<file path="config.mk">
export PLATFORM = sky130hd
export DESIGN_NAME = suba_in_arbiter
export DESIGN_NICKNAME = d
export VERILOG_FILES = /design/src/rtl/suba_in_arbiter.sv
export SDC_FILE = /design/constraint.sdc
export NUM_CORES = 1
export LEC_CHECK = 0
export ABC_CLOCK_PERIOD_IN_PS = 4800
export CAP_MARGIN = 15
export CORE_MARGIN = 3
export CORE_UTILIZATION = 52
export CTS_CLUSTER_SIZE = 20
export DETAILED_ROUTE_END_ITERATION = 12
export GPL_TIMING_DRIVEN = 0
export MAX_ROUTING_LAYER = met4
export PLACE_DENSITY_LB_ADDON = 0.3
export SKIP_LAST_GASP = 1
export SYNTH_ARGS = -nofsm -noshare
export SYNTH_HDL_FRONTEND = slang
export SYNTH_SLANG_ARGS = --single-unit
</file>
<file path="constraint.sdc">
create_clock -name clk -period 4.8 [get_ports clk]
set_clock_uncertainty 0.15 [all_clocks]
set_input_delay 1.2 -clock clk [delete_from_list [all_inputs] [get_ports clk]]
set_output_delay 1.2 -clock clk [all_outputs]
set_load 0.01 [all_outputs]
</file>
<file path="src/rtl/suba_in_arbiter.sv">
// Round-robin burst arbiter sharing subA's in_bit1 among NUM_REQ requesters.
// Optional grant statistics counter enabled by defining SUBA_ARB_STATS_EN.
module suba_in_arbiter #(
  parameter int NUM_REQ   = 4,
  parameter int BURST_LEN = 8,
  parameter int GAP       = 2
`ifdef SUBA_ARB_STATS_EN
  ,
  parameter int CNT_W     = 16
`endif
) (
  input  logic                       clk,
  input  logic                       rst_n,
  input  logic [NUM_REQ-1:0]         req,
  input  logic [NUM_REQ-1:0]         req_bit,
  output logic [NUM_REQ-1:0]         gnt,
  output logic [$clog2(NUM_REQ)-1:0] owner,
  output logic                       in_bit1,
  output logic                       busy,
`ifdef SUBA_ARB_STATS_EN
  output logic [NUM_REQ-1:0]         done,
  output logic [CNT_W-1:0]           grant_total
`else
  output logic [NUM_REQ-1:0]         done
`endif
);

  localparam int IDX_W = $clog2(NUM_REQ);
  localparam int BC_W  = $clog2(BURST_LEN + 1);
  localparam int GW    = (GAP < 1) ? 1 : $clog2(GAP + 1);

  typedef enum logic [1:0] {ST_IDLE, ST_BURST, ST_GAP} state_t;

  state_t             state_q, state_d;
  logic [NUM_REQ-1:0] gnt_q, gnt_d;
  logic [IDX_W-1:0]   owner_q, owner_d;
  logic               in_bit1_q, in_bit1_d;
  logic [NUM_REQ-1:0] done_q, done_d;
  logic [IDX_W-1:0]   rr_ptr_q, rr_ptr_d;
  logic [BC_W-1:0]    burst_cnt_q, burst_cnt_d;
  logic [GW-1:0]      gap_cnt_q, gap_cnt_d;
  logic               start;

  // First set request at or above ptr, wrapping back to index 0.
  function automatic logic [IDX_W-1:0] rr_pick(input logic [NUM_REQ-1:0] r,
                                               input logic [IDX_W-1:0]   ptr);
    logic [IDX_W-1:0] pick;
    logic             found;
    int               idx;
    pick  = '0;
    found = 1'b0;
    for (int i = 0; i < NUM_REQ; i++) begin
      idx = int'(ptr) + i;
      if (idx >= NUM_REQ) idx = idx - NUM_REQ;
      if (!found && r[idx]) begin
        pick  = IDX_W'(idx);
        found = 1'b1;
      end
    end
    return pick;
  endfunction

  always_comb begin
    logic [IDX_W-1:0] sel;
    logic             burst_end;
    state_d     = state_q;
    gnt_d       = gnt_q;
    owner_d     = owner_q;
    in_bit1_d   = 1'b0;
    done_d      = '0;
    rr_ptr_d    = rr_ptr_q;
    burst_cnt_d = burst_cnt_q;
    gap_cnt_d   = gap_cnt_q;
    start       = 1'b0;
    sel         = rr_pick(req, rr_ptr_q);
    burst_end   = (burst_cnt_q == BC_W'(BURST_LEN - 1)) || !req[owner_q];
    unique case (state_q)
      ST_IDLE: begin
        if (|req) begin
          gnt_d       = {{(NUM_REQ-1){1'b0}}, 1'b1} << sel;
          owner_d     = sel;
          burst_cnt_d = '0;
          state_d     = ST_BURST;
          start       = 1'b1;
        end
      end
      ST_BURST: begin
        // A dropped request is not a data cycle, even if the limit is hit too.
        if (req[owner_q]) in_bit1_d = req_bit[owner_q];
        if (burst_end) begin
          gnt_d    = '0;
          owner_d  = '0;
          done_d   = gnt_q;
          rr_ptr_d = (owner_q == IDX_W'(NUM_REQ - 1)) ? '0 : owner_q + IDX_W'(1);
          if (GAP > 0) begin
            state_d   = ST_GAP;
            gap_cnt_d = '0;
          end else begin
            state_d = ST_IDLE;
          end
        end else begin
          burst_cnt_d = burst_cnt_q + BC_W'(1);
        end
      end
      ST_GAP: begin
        if (gap_cnt_q == GW'(GAP - 1)) state_d = ST_IDLE;
        else gap_cnt_d = gap_cnt_q + GW'(1);
      end
      default: state_d = ST_IDLE;
    endcase
  end

  always_ff @(posedge clk) begin
    if (!rst_n) begin
      state_q     <= ST_IDLE;
      gnt_q       <= '0;
      owner_q     <= '0;
      in_bit1_q   <= 1'b0;
      done_q      <= '0;
      rr_ptr_q    <= '0;
      burst_cnt_q <= '0;
      gap_cnt_q   <= '0;
    end else begin
      state_q     <= state_d;
      gnt_q       <= gnt_d;
      owner_q     <= owner_d;
      in_bit1_q   <= in_bit1_d;
      done_q      <= done_d;
      rr_ptr_q    <= rr_ptr_d;
      burst_cnt_q <= burst_cnt_d;
      gap_cnt_q   <= gap_cnt_d;
    end
  end

`ifdef SUBA_ARB_STATS_EN
  logic [CNT_W-1:0] grant_total_q, grant_total_d;

  always_comb begin
    grant_total_d = grant_total_q;
    if (start && (grant_total_q != {CNT_W{1'b1}})) grant_total_d = grant_total_q + CNT_W'(1);
  end

  always_ff @(posedge clk) begin
    if (!rst_n) grant_total_q <= '0;
    else        grant_total_q <= grant_total_d;
  end

  assign grant_total = grant_total_q;
`endif

  assign gnt     = gnt_q;
  assign owner   = owner_q;
  assign in_bit1 = in_bit1_q;
  assign done    = done_q;
  assign busy    = (state_q != ST_IDLE);

endmodule

</file>
# Word level (Yosys, flattened, before mapping)
# Index checks and enable logic that the tools add are counted.
dict set report classes {
  addsub 10
  n_mul 0
  n_div 0
  n_lt_le_gt_ge 9
  n_eq_ne 10
  n_shift 1
  n_mux 43
  bitwise 0
  reduce_logical 20
}
# cell n
set ops {}
lappend ops {{$lt 32x4->1 const B} 4}
lappend ops {{$mux 32} 4}
lappend ops {{$mux 2} 11}
lappend ops {{$reduce_and 3->1} 6}
lappend ops {{$mux 4} 4}
lappend ops {{$pmux 4 s2} 2}
lappend ops {{$mux 1} 13}
lappend ops {{$bmux 1 s2} 6}
lappend ops {{$sub 3x3->4 const B} 3}
lappend ops {{$ne 2x2->1 const B} 5}
lappend ops {{$ge 3x3->1 const B} 3}
lappend ops {{$pmux 2 s2} 2}
lappend ops {{$add 2x2->3 const B} 2}
lappend ops {{$pmux 2 s3} 1}
lappend ops {{$reduce_bool 2->1} 3}
lappend ops {{$add 2x1->2 const B} 2}
lappend ops {{$add 4x1->4 const B} 1}
lappend ops {{$eq 2x1->1 const B} 2}
lappend ops {{$eq 2x2->1 const B} 2}
lappend ops {{$eq 4x3->1 const B} 1}
lappend ops {{$logic_not 1->1} 4}
lappend ops {{$reduce_or 4->1} 1}
lappend ops {{$shl 1x2->4 const A} 1}
lappend ops {{$sub 2x3->4 const B} 1}
lappend ops {{7 further kinds} 9}
dict set report word_totals {
  regBits 21
  latch_bits 0
  ramBits 0
  romBits 0
  in_bits 10
  out_inout_bits 12
  wordCells 101
  n_memories 0
}

# Depth between registers and ports, before layout
dict set report logic_depth {
  depth_word 18
  mapped_depth 7
  mapped_depth_nobuf 7
}

# Least setup slack after synthesis
# Ideal clock, no wire load.
dict set report synth_timing {
  path_type {in2reg}
  startpoint {input req[3]}
  endpoint {register burst_cnt_q[0]}
  setup_ns 0.115
  t_arrival_ns 2.216
  required_ns 4.535
  setup_slack_ns 2.319
  stages 5
  cell_sequence {mux4_2 a21oi_4 nor2_1 xnor2_1 nor2_1}
}
dict set report synth_between {
  elab_chain_cells 6
}
# item line_no
set synth_rtl {}
lappend synth_rtl {{start: declaration} 14} ;# input logic [NUM_REQ-1:0] req,
lappend synth_rtl {{$bmux 1 s2} 76} ;# burst_end = (burst_cnt_q == BC_W'(BURST_LEN - 1)) || !req[owner_q];
lappend synth_rtl {{$mux 1 (implied by the code)} 76}
lappend synth_rtl {{$logic_not 1->1} 76}
lappend synth_rtl {{$logic_or 1x1->1} 76}
lappend synth_rtl {{$ne 2x2->1 (no source line)} --}
lappend synth_rtl {{$reduce_and 3->1 (no source line) (*)} --}
lappend synth_rtl {{end signal: assignment} 130} ;# burst_cnt_q <= burst_cnt_d;
lappend synth_rtl {{end: declaration} 40} ;# logic [BC_W-1:0] burst_cnt_q, burst_cnt_d;
# Mark *: on every way between the ends. The rest lies on a longest branch, timed or not. The select of a mux whose other input is x is not followed.
# A chain may end at the register's enable or synchronous reset.

# Final worst setup path
dict set report layout_timing {
  startpoint {input req[1]}
  endpoint {register burst_cnt_q[2]}
}
# The elaborated chain is that of the path after synthesis.

==> reports/results.ini <==
[sta]
slew_viol_final = 0
period_needed_ns = 2.87
maxSlewHeadroom = 0.682
tightestPinTransition_ns = 0.472
period_share = 0.597
finalHoldViolCount = 0
finalSetupTns_ns = 0
rsz0062_at_grt = no
setup_viol = 0
max_freq_ghz = 0.349

[final_layout]
antenna_cells = 0
area_growth_pct = 26.2
multi_input_area_sq_um = 572
seqCellArea_sq_um = 420
fillCellCount = 167
drive_gt1_frac = 0.0746
nets = 148

[place]
port_buffers = 21
dp_hpwl_microns = 1730
gp_congestion = 0.917

[clocking]
clockRootBuffer = clkbuf_4
cts_sinks = 21
post_cts.repair.setup_buffers = 0
insertion_delay_ns = 0.30
postCtsHoldBufs = 0
cts-buffers-inserted = 3
post_cts_resized = 0
cts.htree.levels = 1
clk_pin_slew_ns = 0.11
cts_buffer_depth = 2
cts_tree = yes

[detailed_routing]
drcViolationCount = 0
first_pass_iters = 4
avgRoutedWirePerCell_microns = 13.7
drt-initial-drc-count = 7
viasPerCell = 5.60
wirelength_microns = 2180
num_vias = 890
postRouteAntennaNets = 0

[global_routing]
grt_pass1_wl_microns = 3730
antenna_found_initial = 0
grt_pass1_vias = 847
gr-total-overflow = 0
track_usage = 0.198
grt_max_degree = 13

[die]
fp.dieW_microns = 50.4
core_area_sq_um = 1800
fp-row-count = 15
dieArea_sq_um = 2540
die-height_microns = 50.4
initial_core_util = 0.569
ios = 22

[synth]
synth.area.top_cells = dfxtp_1 (41%), nor2b_1 (4.9%), nor2_1 (4.8%)
yosysWarningCount = 0
synth_cell_types = 36
netlist_instances = 109
async_flop_share = 0
synth_most_common_cell = dfxtp_1
seq_area_frac_synth = 0.410
syn_nets = 122
synth_area_leader_cell = dfxtp_1
ys_seq_elements = 21
synth_edf_count = 0
synthFlopType = dfxtp_1
netlist.area_leader.share = 0.410
yosys-top-cells-count = dfxtp_1 (21), nor2_1 (13), nor2b_1 (8)
syn_area_sq_um = 1030
synth_area_per_cell_sq_um = 9.41

[pwr]
cellPowerDensity_nw_per_um2 = 288
leakagePower_nw = 0.480
ir_drop_v = 0.000185
power_mw = 0.373

[critical_path]
crit_path_max_incr_delay_ns = 0.57
critPathMaxFanout = 8
cp_slowest_cell = mux4_2
worst-setup-path-type = in2reg
critPathCaptureType = flop
critPathLaunch = req[1]
crit_path_start_kind = input port
path_buf_inv = 1
cp.required_ns = 4.85
critical_path.cell_chain = clkdlybuf4s50_1 -> mux4_2 -> a21oi_4 -> nor3b_2 -> xnor2_1 -> nor2_1
r2r_start = owner[0]
cp_top_family = multiplexers
arrival_ns = 2.91

[hold_path]
hold_path_class = reg2reg
hold_start = gnt[1]

[run_status]
outcome = complete, no violations

[job]
cap_violations = 0

-- state kept, by name, summed over array words and instances (netlist names) --
name and cells:
state_q 2, burst_cnt_q 4, owner 2, in_bit1 1, done 4, gnt 4
gap_cnt_q 2, rr_ptr_q 2
-- cells in the final DEF, fill, tap and decap left out, types with 4 or more instances in the layout --
| master | instances |
|---|---|
| dfxtp_1 | 21 |
| clkdlybuf4s50_1 | 21 |
| nor2_1 | 13 |
| nor2b_1 | 8 |
| and2_1 | 7 |
| a21oi_1 | 6 |
| inv_1 | 5 |
| nand2_1 | 4 |
-- layer usage --
layer / track usage / vias up / wire, microns
met3: 0.0415 / 8 / 125
met1: 0.241 / 409 / 953
met2: 0.309 / 34 / 1040
met4: 0.103 / 0 / 57
met5: - / - / 0
li1: - / 439 / -
-- path summary, 6_finish.rpt --
| path | end | slack, ns | cells past startpoint |
|---|---|---|---|
| min reg2reg | done[1] | 0.36 | 1 |
| max | burst_cnt_q[2] | 1.93 | 6 |
| min | done[1] | 0.36 | 1 |
| max reg2reg | burst_cnt_q[2] | 2.85 | 5 |
-- report_power, final --
part	internal, mW	switching [mW]
logic	0.0476	0.0488
clock network	0.0311	0.0507
registers	0.185	0.00991
total	0.263	0.109
-- final cells by class --
class,instances,share of cell area
buffer,2,0.0116
clock buffer,3,0.0174
tap,25,0.0242
multi-input combinational,81,0.442
inverter,5,0.0145
sequential,21,0.325
clock inverter,1,0.00386
timing repair buffer,21,0.162
-- through the flow --
stage	instance area, sq um	hold slack [ns]	setup slack, ns	utilization	instances
CTS	1290	0.357	1.94	0.719	159
global placement	1270	0.325	1.67	0.703	155
global route	1290	0.377	1.85	0.719	159
finish	1290	0.357	1.93	0.719	159
detailed placement	1270	0.342	1.62	0.703	155
floorplan	1030	0.313	2.32	-	109
-- cell families (layout without fill, tap and decap cells) --
logic type | Yosys count | after routing | share of synthesized area
AND/OR/NAND/NOR | 46 | 46 | 0.243
AO/OA/AOI/OAI | 25 | 25 | 0.185
flip-flops | 21 | 21 | 0.410
buffers and inverters | 7 | 32 | 0.0329
multiplexers | 4 | 4 | 0.0671
adder cells (fa/ha/maj) | 3 | 3 | 0.0366
XOR/XNOR | 3 | 3 | 0.0256
(Power assumes the default switching activity.)
